`src/rtl/uart_tx_scheduler.sv`:
```
// uart_tx_scheduler
//
// Merges outbound bytes from the core MMIO write path and the debug/trap
// message unit into one circular FIFO. A small drain FSM then pops the FIFO
// one byte at a time into the UART transmitter. It issues a single-cycle
// start strobe and waits for the transmitter's busy flag to rise and fall.
// If busy never rises within BUSY_TIMEOUT cycles, the byte is treated as sent.
//
// Parameters:
//   FIFO_DEPTH    queue entries (power of two, >= 2)
//   BUSY_TIMEOUT  cycles to wait for UART_busy after a start strobe (>= 1)
//
// Ports:
//   clk, reset_n               clock; synchronous active-low reset
//   core_wr_valid/data/ready   core byte write handshake (ready is combinational)
//   dbg_wr_valid/data/ready    debug byte write handshake (ready is combinational)
//   UART_busy                  transmitter frame in progress
//   uart_tx_data               registered byte presented to the transmitter
//   uart_tx_start              registered one-cycle start strobe
//   fifo_count/empty/full      FIFO occupancy status
//
// Build option:
//   UART_TXQ_ROUND_ROBIN_EN    when defined, contested writes alternate between
//                              the two requesters, starting with core.
//                              When undefined, debug has fixed priority over core.

module uart_tx_scheduler #(
  parameter int FIFO_DEPTH   = 16,
  parameter int BUSY_TIMEOUT = 4
) (
  input  logic                          clk,
  input  logic                          reset_n,
  input  logic                          core_wr_valid,
  input  logic [7:0]                    core_wr_data,
  output logic                          core_wr_ready,
  input  logic                          dbg_wr_valid,
  input  logic [7:0]                    dbg_wr_data,
  output logic                          dbg_wr_ready,
  input  logic                          UART_busy,
  output logic [7:0]                    uart_tx_data,
  output logic                          uart_tx_start,
  output logic [$clog2(FIFO_DEPTH):0]   fifo_count,
  output logic                          fifo_empty,
  output logic                          fifo_full
);

  localparam int AW = $clog2(FIFO_DEPTH);
  localparam int CW = AW + 1;
  localparam int TW = $clog2(BUSY_TIMEOUT + 1);

  localparam logic [CW-1:0] DEPTH_C   = CW'(FIFO_DEPTH);
  localparam logic [TW-1:0] TIMEOUT_C = TW'(BUSY_TIMEOUT);

  typedef enum logic [1:0] {
    IDLE      = 2'd0,
    WAIT_BUSY = 2'd1,
    WAIT_DONE = 2'd2
  } state_t;

  // Storage and bookkeeping
  logic [7:0]    mem [FIFO_DEPTH];
  logic [AW-1:0] wr_ptr_reg;
  logic [AW-1:0] rd_ptr_reg;
  logic [CW-1:0] count_reg;

  logic          empty_int;
  logic          full_int;

  // Drain FSM
  state_t        state_reg;
  state_t        state_next;
  logic [TW-1:0] timer_reg;

  logic          pop;
  logic          timer_clear;
  logic          timer_inc;

  // Output registers
  logic [7:0]    tx_data_reg;
  logic          tx_start_reg;

  // Write side
  logic          core_fire;
  logic          dbg_fire;
  logic          push;
  logic [7:0]    wr_data;

  assign empty_int = (count_reg == '0);
  assign full_int  = (count_reg == DEPTH_C);

  // ---------------------------------------------------------------------------
  // Write arbitration. Readies depend only on the registered count. A pop in
  // the same cycle does not open a slot early.
  // ---------------------------------------------------------------------------
`ifdef UART_TXQ_ROUND_ROBIN_EN
  // 0: core wins the next contested cycle, 1: debug wins it.
  logic rr_dbg_reg;
  logic contested;

  assign contested     = core_wr_valid && dbg_wr_valid && !full_int;
  assign core_wr_ready = !full_int && (!dbg_wr_valid || !rr_dbg_reg);
  assign dbg_wr_ready  = !full_int && (!core_wr_valid || rr_dbg_reg);

  always_ff @(posedge clk) begin
    if (!reset_n) begin
      rr_dbg_reg <= 1'b0;
    end else if (contested) begin
      rr_dbg_reg <= !rr_dbg_reg;
    end
  end
`else
  assign dbg_wr_ready  = !full_int;
  assign core_wr_ready = !full_int && !dbg_wr_valid;
`endif

  assign core_fire = core_wr_valid && core_wr_ready;
  assign dbg_fire  = dbg_wr_valid && dbg_wr_ready;
  assign push      = core_fire || dbg_fire;
  assign wr_data   = dbg_fire ? dbg_wr_data : core_wr_data;

  // ---------------------------------------------------------------------------
  // FIFO storage: plain array, no reset, so it maps onto RAM. The read port is
  // registered through tx_data_reg, which also holds the byte between pops.
  // ---------------------------------------------------------------------------
  always_ff @(posedge clk) begin
    if (push) begin
      mem[wr_ptr_reg] <= wr_data;
    end
  end

  always_ff @(posedge clk) begin
    if (!reset_n) begin
      tx_data_reg <= 8'h00;
    end else if (pop) begin
      tx_data_reg <= mem[rd_ptr_reg];
    end
  end

  // Pointers wrap naturally because FIFO_DEPTH is a power of two.
  always_ff @(posedge clk) begin
    if (!reset_n) begin
      wr_ptr_reg <= '0;
      rd_ptr_reg <= '0;
      count_reg  <= '0;
    end else begin
      if (push) begin
        wr_ptr_reg <= wr_ptr_reg + AW'(1);
      end
      if (pop) begin
        rd_ptr_reg <= rd_ptr_reg + AW'(1);
      end
      case ({push, pop})
        2'b10:   count_reg <= count_reg + CW'(1);
        2'b01:   count_reg <= count_reg - CW'(1);
        default: count_reg <= count_reg;
      endcase
    end
  end

  // ---------------------------------------------------------------------------
  // Drain FSM: state register
  // ---------------------------------------------------------------------------
  always_ff @(posedge clk) begin
    if (!reset_n) begin
      state_reg <= IDLE;
    end else begin
      state_reg <= state_next;
    end
  end

  // Drain FSM: next-state logic
  always_comb begin
    state_next = state_reg;
    unique case (state_reg)
      IDLE: begin
        if (!empty_int && !UART_busy) begin
          state_next = WAIT_BUSY;
        end
      end
      WAIT_BUSY: begin
        if (UART_busy) begin
          state_next = WAIT_DONE;
        end else if (timer_reg == TIMEOUT_C) begin
          // Busy never rose. Give up on seeing it and treat the byte as sent.
          state_next = IDLE;
        end
      end
      WAIT_DONE: begin
        if (!UART_busy) begin
          state_next = IDLE;
        end
      end
      default: state_next = IDLE;
    endcase
  end

  // Drain FSM: output logic
  always_comb begin
    pop         = 1'b0;
    timer_clear = 1'b0;
    timer_inc   = 1'b0;
    case (state_reg)
      IDLE: begin
        if (!empty_int && !UART_busy) begin
          pop         = 1'b1;
          timer_clear = 1'b1;
        end
      end
      WAIT_BUSY: begin
        if (!UART_busy && (timer_reg != TIMEOUT_C)) begin
          timer_inc = 1'b1;
        end
      end
      default: ;
    endcase
  end

  always_ff @(posedge clk) begin
    if (!reset_n) begin
      timer_reg <= '0;
    end else if (timer_clear) begin
      timer_reg <= '0;
    end else if (timer_inc) begin
      timer_reg <= timer_reg + TW'(1);
    end
  end

  // The strobe is the registered pop. A pop only happens in IDLE, and the FSM
  // leaves IDLE on the same edge, so two strobes can never be adjacent.
  always_ff @(posedge clk) begin
    if (!reset_n) begin
      tx_start_reg <= 1'b0;
    end else begin
      tx_start_reg <= pop;
    end
  end

  assign uart_tx_data  = tx_data_reg;
  assign uart_tx_start = tx_start_reg;
  assign fifo_count    = count_reg;
  assign fifo_empty    = empty_int;
  assign fifo_full     = full_int;

endmodule
```
`config.mk`:
```
export PLATFORM = sky130hd
export DESIGN_NAME = uart_tx_scheduler
export DESIGN_NICKNAME = d
export VERILOG_FILES = /design/src/rtl/uart_tx_scheduler.sv
export SDC_FILE = /design/constraint.sdc
export NUM_CORES = 1
export LEC_CHECK = 0
export CAP_MARGIN = 20
export CORE_UTILIZATION = 63
export DETAILED_ROUTE_END_ITERATION = 7
export GPL_TIMING_DRIVEN = 0
export PLACE_DENSITY = 0.84
export SLEW_MARGIN = 0
export SYNTH_ARGS = -nofsm -noshare
export SYNTH_HDL_FRONTEND = slang
export SYNTH_SLANG_ARGS = --single-unit
```
`constraint.sdc`:
```
create_clock -name clk -period 4.5 [get_ports clk]
set_input_delay 0.9 -clock clk [delete_from_list [all_inputs] [get_ports clk]]
set_output_delay 0.9 -clock clk [all_outputs]
set_load 0.02 [all_outputs]
```
; After elaboration in Yosys (flattened, before gate mapping)
; Memories as Yosys holds them, arrays and structs flattened. A register that Yosys moved wholly into a read port is not among the register bits.
; Cells that the tools add are included.
[classes]
addsub = 5
n_eq_ne = 10
mux = 13
n_reduce_logical = 16
n_bitwise = 1
[op_table]
columns = operator, count
row1 = 5-bit case mux with 2 select lines, 1
row2 = "4-bit by 1-bit adder with 4-bit output, second input constant", 2
row3 = 2-bit 2-to-1 mux, 4
row4 = 8-bit 2-to-1 mux, 1
row5 = 1-bit 2-to-1 mux, 6
row6 = "3-bit inequality test, second input constant", 2
row7 = 2-bit case mux with 3 select lines, 1
row8 = "5-bit by 1-bit adder with 5-bit output, second input constant", 1
row9 = "5-bit equality test, second input constant", 1
row10 = 1-bit logical AND, 5
row11 = 1-bit zero test, 5
row12 = 5-bit zero test, 1
row13 = "5-bit by 1-bit subtractor with 5-bit output, second input constant", 1
row14 = "2-bit by 1-bit equality test with 1-bit output, second input constant", 2
row15 = "2-bit equality test, second input constant", 2
row16 = "2-bit inequality test, second input constant", 2
row17 = "3-bit by 1-bit adder with 3-bit output, second input constant", 1
row18 = "3-bit equality test, second input constant", 1
row19 = 3-bit AND reduction, 1
row20 = 2-bit zero test, 1
row21 = 2-bit nonzero test, 1
row22 = 2-bit OR reduction, 1
row23 = 1-bit logical OR, 1
row24 = 1-bit inverter, 1
[totals]
ram_bits = 128
register_bits = 19
n_memories = 1
in_bits = 21
[mem_list]
columns = name, words, word_bits, rd, rd_ports_with_merged_regs, write_ports, line
row1 = mem, 16, 8, 1, 1, 1, 61  ; logic [7:0] mem [FIFO_DEPTH];

; Longest topological paths before layout
; Gate-level depths: netlist of the first run.
[logic_depth]
depth_word = 7
mapped_depth = 13
depth_no_buf = 12

; Least setup slack after synthesis of the first run
; No wires, ideal clock.
[synth_path]
kind = in2reg
startpoint = input port UART_busy
endpoint = register count_reg[4], in the netlist fifo_count[4]
setup_ns = 0.076
t_arrival_ns = 2.985
n_path_buf = 0
stages = 10
setup_slack_ns = 1.439
required_ns = 4.424
path_cell_list = or4_4 clkinv_4 ha_1 xor2_1 ha_1 a211o_1 a21oi_1 a221oi_1 or3_1 a21boi_0
[synth_between]
elab_chain_len = 6
elab_cells_between_ends = 8
cone_classes = 2 x eq/ne / 3 x mux / 3 x reduce/logical
[synth_lines]
columns = element, line
row1 = start: declaration, 39  ; input logic UART_busy,
row2 = 1-bit zero test (*), 204  ; if (!empty_int && !UART_busy) begin
row3 = 1-bit logical AND (*), 204
row4 = 1-bit 2-to-1 mux (*), 204
row5 = 1-bit 2-to-1 mux (*), 202  ; case (state_reg)
row6 = named net pop, 74  ; logic pop;
row7 = 2-bit by 1-bit equality test with 1-bit output / 2-bit equality test (equally long branches), 152  ; case ({push, pop})
row8 = 5-bit case mux with 2 select lines / 2-bit nonzero test (equally long branches), n/a
row9 = end signal: assignment, 153  ; 2'b10: count_reg <= count_reg + CW'(1);
row10 = end signal: assignment, 154  ; 2'b01: count_reg <= count_reg - CW'(1);
row11 = end signal: assignment, 155  ; default: count_reg <= count_reg;
row12 = end: declaration, 64  ; logic [CW-1:0] count_reg;
; The timed path passes the listed nets; every way through them passes the cells marked *.
; A chain may end at the register's enable or synchronous reset.

; Final worst setup path of the first run
; Same ends and word-level chain as after synthesis.

==> results of run 1 <==
Yosys cell counts (7+ instances only):
master | n | area [µm²]
nor2_1 | 19 | 71.3
and2_1 | 8 | 50.1
nand2_1 | 12 | 45.0
nand3_1 | 11 | 55.1
buf_2 | 7 | 35.0
mux4_2 | 32 | 721
o221ai_1 | 7 | 61.3
inv_1 | 8 | 30.0
clkbuf_1 | 9 | 33.8
mux2_2 | 8 | 90.1
mux2i_1 | 18 | 180
xnor2_1 | 9 | 78.8
edfxtp_1 | 128 | 3840
dfxtp_1 | 27 | 541
ha_1 | 11 | 138
placed cells by master, fill, tap and decap left out, types with 8 or more instances in the layout:
cell type / synthesis / layout
and2_1: 8 / 8
buf_2: 7 / 8
clkbuf_1: 9 / 12
clkbuf_16: 0 / 16
clkdlybuf4s50_1: 0 / 38
dfxtp_1: 27 / 27
edfxtp_1: 128 / 128
ha_1: 11 / 11
inv_1: 8 / 8
mux2_2: 8 / 8
mux2i_1: 18 / 18
mux4_2: 32 / 32
nand2_1: 12 / 12
nand3_1: 11 / 11
nor2_1: 19 / 19
xnor2_1: 9 / 9
metrics by stage:
stage	area [µm²]	hold WS, ns	instances
after CTS	7510	0.508	569
after floorplan	6360	0.479	363
after detailed placement	6930	0.490	537
after global routing	7510	0.527	569
final	7510	0.518	569
after global placement	6910	0.492	534
power by group through the flow:
stage	Combinational, µW	Sequential (µW)	Clock [µW]
6_report	852	1750	1370
5_1_grt	907	1760	1440
4_1_cts	851	1750	1380
3_5_place_dp	840	1780	0
3_3_place_gp	802	1770	0
2_1_floorplan	522	1810	0
worst min-delay path by stage:
stage / from / end / slack (ns)
2_1_floorplan: timer_reg[2]$_SDFFE_PP0P_ / timer_reg[2]$_SDFFE_PP0P_ / 0.48
3_3_place_gp: uart_tx_data[0]$_SDFFE_PN0P_ / uart_tx_data[0]$_SDFFE_PN0P_ / 0.49
3_5_place_dp: uart_tx_data[6]$_SDFFE_PN0P_ / uart_tx_data[6]$_SDFFE_PN0P_ / 0.49
4_1_cts: uart_tx_data[7]$_SDFFE_PN0P_ / uart_tx_data[7]$_SDFFE_PN0P_ / 0.51
5_1_grt: uart_tx_data[7]$_SDFFE_PN0P_ / uart_tx_data[7]$_SDFFE_PN0P_ / 0.53
6_report: uart_tx_data[6]$_SDFFE_PN0P_ / uart_tx_data[6]$_SDFFE_PN0P_ / 0.52
kinds of logic (layout without fill, tap and decap cells):
group	after synthesis	in the layout	synth area share
buffers and inverters	28	101	0.0199
muxes	58	58	0.156
AOI/OAI and AO/OA	25	25	0.0299
DFF	155	155	0.689
xor gates and xnor gates	12	12	0.0165
and+or+nand+nor	74	74	0.0673
adders and majority gates	11	11	0.0216
area by class of cell:
type                       count  area share
timing repair buffer          41      0.0533
tap                          133      0.0222
inverter                       9     0.00517
multi-input combinational    180       0.247
clock buffer                  24      0.0640
sequential                   155       0.584
buffer                        19      0.0117
clock inverter                 8      0.0122
worst min-delay path, cell delays in order (launching register included):
cell and delay, ns:
dfxtp_1 0.34, nand3_1 0.09, o221ai_2 0.06
layer usage:
| metal | part of all wire | track usage | vias to the layer above | routed length (µm) |
|---|---|---|---|---|
| met1 | 0.37 | 0.343 | 1749 | 4910 |
| met2 | 0.52 | 0.457 | 198 | 6810 |
| li1 | - | - | 1541 | - |
| met3 | 0.074 | 0.0678 | 44 | 973 |
| met5 | 0 | 0 | - | 0 |
| met4 | 0.038 | 0.164 | 0 | 505 |
==> run_results.csv, run 1 <==
group,metric,value,unit
synth,ys_seq_area_frac,0.689,
clock_tree,cts.htree.levels,4,
grt,antenna_found_initial,0,
route,vias,3532,
worst_setup_path,critPathArrivalTime,3.61,ns
finish,largest_register_ffs,128,
finish,n_fill_cell,548,
worst_setup_path,startpoint_type,"primary input",
pwr,vdd_ir_drop_max,298,µV
synth,ys_seq_elements,155,
floorplanning,die-area,10500,µm²
worst_setup_path,crit_start,"UART_busy",
clock_tree,clock_sinks,155,
worst_setup_path,crit_type,"in -> reg",
synth,syn_inst,363,
finish,fin_util,0.768,
timing,rsz0062_at_grt,"false",
worst_setup_path,end_kind,"flip-flop",
clock_tree,cts_root_buf,"clkbuf_8",
worst_setup_path,critPathMaxFanout,9,
timing,slew_viol_final,0,
synth,post_synth.cell_area_avg,17.5,µm²
timing,hold_viol_final,0,
placement,place_ws,0.828,ns
min_path,hold_depth,2,
clock_tree,hold_buffers,0,
pwr,intPower,2910,µW
timing,fin_crit,3.15,ns
pwr,pwr-share-seq,0.441,
grt,grt_max_degree,17,
min_path,hold_path_class,"reg -> reg",
synth,synth_async_sr_flop_share,0,
synth,synth_nets,395,
finish,syn_to_final_growth,18.0,%
floorplanning,rows,36,
finish,multiInputGateArea,1860,µm²
floorplanning,initial_utilization,0.651,
grt,grt_pass1_wl,19.8,mm
finish,largest-register,"mem",
route,vias_per_cell,6.21,
worst_setup_path,cp_slowest_stage_delay,0.53,ns
placement,place_congestion,0.839,
finish,diodes,0,
worst_setup_path,cpMostUsedCell,"ha_1",
placement,hpwl,8.42,mm
finish,final_layout_size_suffix_gt1_frac,0.206,
worst_setup_path,r2r_end,"fifo_count[4]$_SDFFE_PN0P_",
worst_setup_path,r2r_slack,1.43,ns
worst_setup_path,cp_slowest_cell,"or4_4",
grt,track_usage,0.280,
synth,yosysWarnings,0,
route,routed_wl,13.2,mm
timing,maxClockFrequency,317,MHz
clock_tree,clkTransAtPathRegs,0.06,ns
run,drv_cap,0,
worst_setup_path,crit_end,"fifo_count[4]$_SDFFE_PN0P_",
timing,post-route-period-util,0.701,
pwr,power_frac_comb,0.214,
worst_setup_path,crit_chain,"clkdlybuf4s50_1 -> or4_4 -> clkinv_4 -> ha_1 -> xor2_1 -> ha_1 -> a211o_1 -> a21oi_1 -> a221oi_1 -> or3_1 -> a21boi_0",
clock_tree,ctsResizeCount,0,
pwr,switching_share,0.269,
pwr,power_density,530,nW/µm²
grt,overflow,0,
timing,fin_ws,1.35,ns
floorplanning,chipWidth,102,µm
timing,finalSetupViolCount,0,
route,ant_nets,0,
grt,grt_pass1_vias,3504,
finish,layout.area.seq,4380,µm²
clock_tree,clk-insertion-delay-late,0.52,ns
timing,slew_headroom,0.330,
worst_setup_path,required,4.95,ns
synth,synth.distinct_cells,43,
synth,synth_flop_cell,"edfxtp_1",
worst_setup_path,timing.critical_path.buf_inv,2,
pwr,power,3980,µW
worst_setup_path,crit_family,"simple AND/OR/NAND/NOR gates",
clock_tree,post_cts_buffers,0,
worst_setup_path,rr_worst_depth,13,
clock_tree,tritoncts,"yes",
pwr,clock_power_share,0.345,
timing,worst_pin_slew,1.00,ns
floorplanning,die_h,102,µm
synth,syn_area,6360,µm²
worst_setup_path,crit-reg2reg-launch,"fifo_count[1]$_SDFFE_PN0P_",
clock_tree,cts_made_buffers,17,
timing,tns,0,ns
timing,fin_worst_skew,0.00811,ns
finish,nets,455,
run_status,status,"finished clean",
floorplanning,core,9770,µm²
route,drt_first_iter_violations,357,
synth,synth_edf_count,128,
route,drc,0,
route,wire_per_inst,23.2,µm
clock_tree,clockBufferDepth,2,
worst_setup_path,cp.depth,11,
floorplanning,pin_count,39,
pwr,power.switching,1070,µW
placement,port_buffers,38,
route,dr.pass1.iters,5,
pwr,p_leak,0.00251,µW
Note: power is estimated with default switching activity, not from simulation.
==> run 2: changes to the inputs <==
--- a/config.mk
+++ b/config.mk
@@ -6,10 +6,10 @@
 export NUM_CORES = 1
 export LEC_CHECK = 0
 export CAP_MARGIN = 20
-export CORE_UTILIZATION = 63
+export CORE_UTILIZATION = 53
 export DETAILED_ROUTE_END_ITERATION = 7
 export GPL_TIMING_DRIVEN = 0
-export PLACE_DENSITY = 0.84
+export PLACE_DENSITY = 0.75
 export SLEW_MARGIN = 0
 export SYNTH_ARGS = -nofsm -noshare
 export SYNTH_HDL_FRONTEND = slang
==> constraint.sdc (replaced) <==
create_clock -name clk -period 2.7 [get_ports clk]
set_input_delay 0.54 -clock clk [delete_from_list [all_inputs] [get_ports clk]]
set_output_delay 0.54 -clock clk [all_outputs]
set_load 0.02 [all_outputs]
==> run 2 against run 1 <==
  * The flow now finishes with violations (DRC)
  * Non-clock buffer count up 7
  * Wire length down 4.4%
  * Highest routed layer unchanged
  * Final area up 2.2%
  * Register-to-register slack worse by 1.3 ns
  * Utilization is 10 points lower
  * Worst setup slack worse by 1.2 ns
  * Worst hold slack got worse by 0.0012 ns
  * Critical path depth stayed put
  * Clock skew shrank 0.0027 ns
==> run_results.csv, run 2 (synthesized netlist as in run 1, its figures left out) <==
group,metric,value,unit
run_status,status,"finished with violations",
run_status,violations,"DRC",
min_path,hold_path_class,"reg -> reg",
worst_setup_path,r2r_slack,0.11,ns
timing,whs,0.517,ns
worst_setup_path,crit_start,"UART_busy",
finish,layout.area.seq,4390,µm²
grt,grt_pass1_wl,19.8,mm
finish,nets,462,
clock_tree,clock_sinks,155,
route,vias_per_cell,5.88,
route,vias,3447,
finish,final_cell_mix,"edfxtp_1 (128), clkdlybuf4s50_1 (38), mux4_2 (32), dfxtp_1 (22), nor2_1 (19)",
timing,fin_worst_skew,0.00543,ns
finish,layout_commonest_cell,"edfxtp_1",
grt,overflow,0,
min_path,holdPathEnd,"timer_reg[2]$_SDFFE_PP0P_",
pwr,p_leak,0.00256,µW
timing,maxClockFrequency,386,MHz
grt,use_met2,0.368,
finish,largest_register_ffs,128,
worst_setup_path,r2r_end,"fifo_count[4]$_SDFFE_PN0P_",
route,drc,5,
finish,final_layout_size_suffix_gt1_frac,0.246,
timing,post-route-period-util,0.959,
route,ant_nets,0,
worst_setup_path,critPathArrivalTime,2.94,ns
clock_tree,cts_made_buffers,17,
clock_tree,cts.htree.levels,4,
placement,hpwl,8.02,mm
clock_tree,tritoncts,"yes",
floorplanning,rows,39,
finish,diodes,0,
floorplanning,die_h,112,µm
pwr,vdd_ir_drop_max,611,µV
floorplanning,initial_utilization,0.550,
grt,gr-usage-met3,0.0523,
run,drv_cap,0,
worst_setup_path,end_kind,"flip-flop",
worst_setup_path,startpoint_type,"primary input",
route,drt_first_iter_violations,260,
timing,finalSetupViolCount,0,
placement,port_buffers,38,
timing,worst_pin_slew,0.967,ns
grt,met1_usage,0.287,
floorplanning,die-area,12400,µm²
finish,largest-register,"mem",
floorplanning,core,11600,µm²
finish,multiInputGateArea,1910,µm²
grt,grt_max_degree,17,
grt,antenna_found_initial,0,
finish,syn_to_final_growth,20.5,%
clock_tree,cts_root_buf,"clkbuf_16",
worst_setup_path,crit_type,"in -> reg",
pwr,power_density,891,nW/µm²
timing,hold_viol_final,0,
grt,track_usage,0.223,
floorplanning,chipWidth,112,µm
timing,slew_viol_final,0,
timing,fin_crit,2.59,ns
floorplanning,pin_count,39,
pwr,power,6830,µW
worst_setup_path,rr_worst_depth,13,
clock_tree,clk-insertion-delay-late,0.42,ns
clock_tree,clockBufferDepth,2,
worst_setup_path,required,3.05,ns
worst_setup_path,crit-reg2reg-launch,"fifo_count[1]$_SDFFE_PN0P_",
route,routed_wl,12.6,mm
min_path,min_from,"timer_reg[2]$_SDFFE_PP0P_",
route,wire_per_inst,21.5,µm
placement,place_congestion,0.816,
worst_setup_path,critPathMaxFanout,3,
grt,grt_pass1_vias,3507,
clock_tree,clkTransAtPathRegs,0.06,ns
min_path,hold_depth,2,
route,dr.pass1.iters,7,
timing,slew_headroom,0.353,
grt,busiest_layer,"met2",
finish,n_fill_cell,798,
[run 2: cell types whose count changed in the layout (fill, tap and decap cells not counted), sizes merged]
cell      change
buf           +7
bufinv        +1
clkbuf        -6
clkinv        +2
clkinvlp      +1
inv           +2
[run 2: timing repair]
item                       4_1_cts  5_1_grt
setup endpoints to repair        1        5
hold buffers                     0        0
gates resized for setup          2        6
buffers inserted                 5        3
pin swaps                        3        6
[run 2: metrics by stage]
stage / setup TNS [ns] / std cells / area [µm²] / worst slack (ns) / util
after floorplan: 0 / 363 / 6390 / 0.00798 / -
after global placement: -15.96 / 544 / 6950 / -0.526 / 0.601
after detailed placement: -4.14 / 546 / 6970 / -0.455 / 0.603
after CTS: 0 / 583 / 7620 / 0.00213 / 0.659
after global routing: -0.0183 / 586 / 7670 / -0.0183 / 0.663
final: 0 / 586 / 7670 / 0.112 / 0.663
[run 2: report_power, final]
part | internal, µW | switching [µW]
clock network | 1460 | 942
registers | 2810 | 120
logic | 701 | 799
total | 4970 | 1860
[run 2: layer usage]
metal	vias to the layer above	part of all wire
met2	106	0.51
met3	19	0.044
met4	0	0.017
met1	1770	0.42
li1	1552	-
met5	-	0
[run 2: worst max-delay path by stage]
stage                                       to  slack [ns]
finish              fifo_count[4]$_SDFFE_PN0P_        0.11
global route        fifo_count[4]$_SDFFE_PN0P_       -0.02
CTS                 fifo_count[4]$_SDFFE_PN0P_       0.002
detailed placement  fifo_count[4]$_SDFFE_PN0P_       -0.46
global placement           mem[0][4]$_DFFE_PP_       -0.53
floorplan           fifo_count[4]$_SDFFE_PN0P_       0.008
[run 2: area by class of cell]
cell class                 count  area share
clock inverter                14      0.0222
buffer                        19      0.0122
tap                          143      0.0233
sequential                   155       0.573
multi-input combinational    180       0.249
inverter                       9     0.00604
timing repair buffer          48      0.0587
clock buffer                  18      0.0560
[run 2: critical path: stages]
cell and delay [ns]:
clkdlybuf4s50_1 0.44, or4_4 0.55, clkinv_8 0.08, ha_4 0.14
xor2_1 0.15, ha_2 0.21, o21ai_0 0.09, o22ai_1 0.22
a221oi_2 0.09, or3_1 0.32, a21boi_1 0.12
==> run 3: changes to the inputs <==
--- a/config.mk
+++ b/config.mk
@@ -7,6 +7,7 @@
 export LEC_CHECK = 0
 export CAP_MARGIN = 20
 export CORE_UTILIZATION = 53
+export CTS_CLUSTER_DIAMETER = 30
 export DETAILED_ROUTE_END_ITERATION = 7
 export GPL_TIMING_DRIVEN = 0
 export PLACE_DENSITY = 0.75
==> results of run 3 <==
Final layout, timing and power as in run 2 (identical DEF).
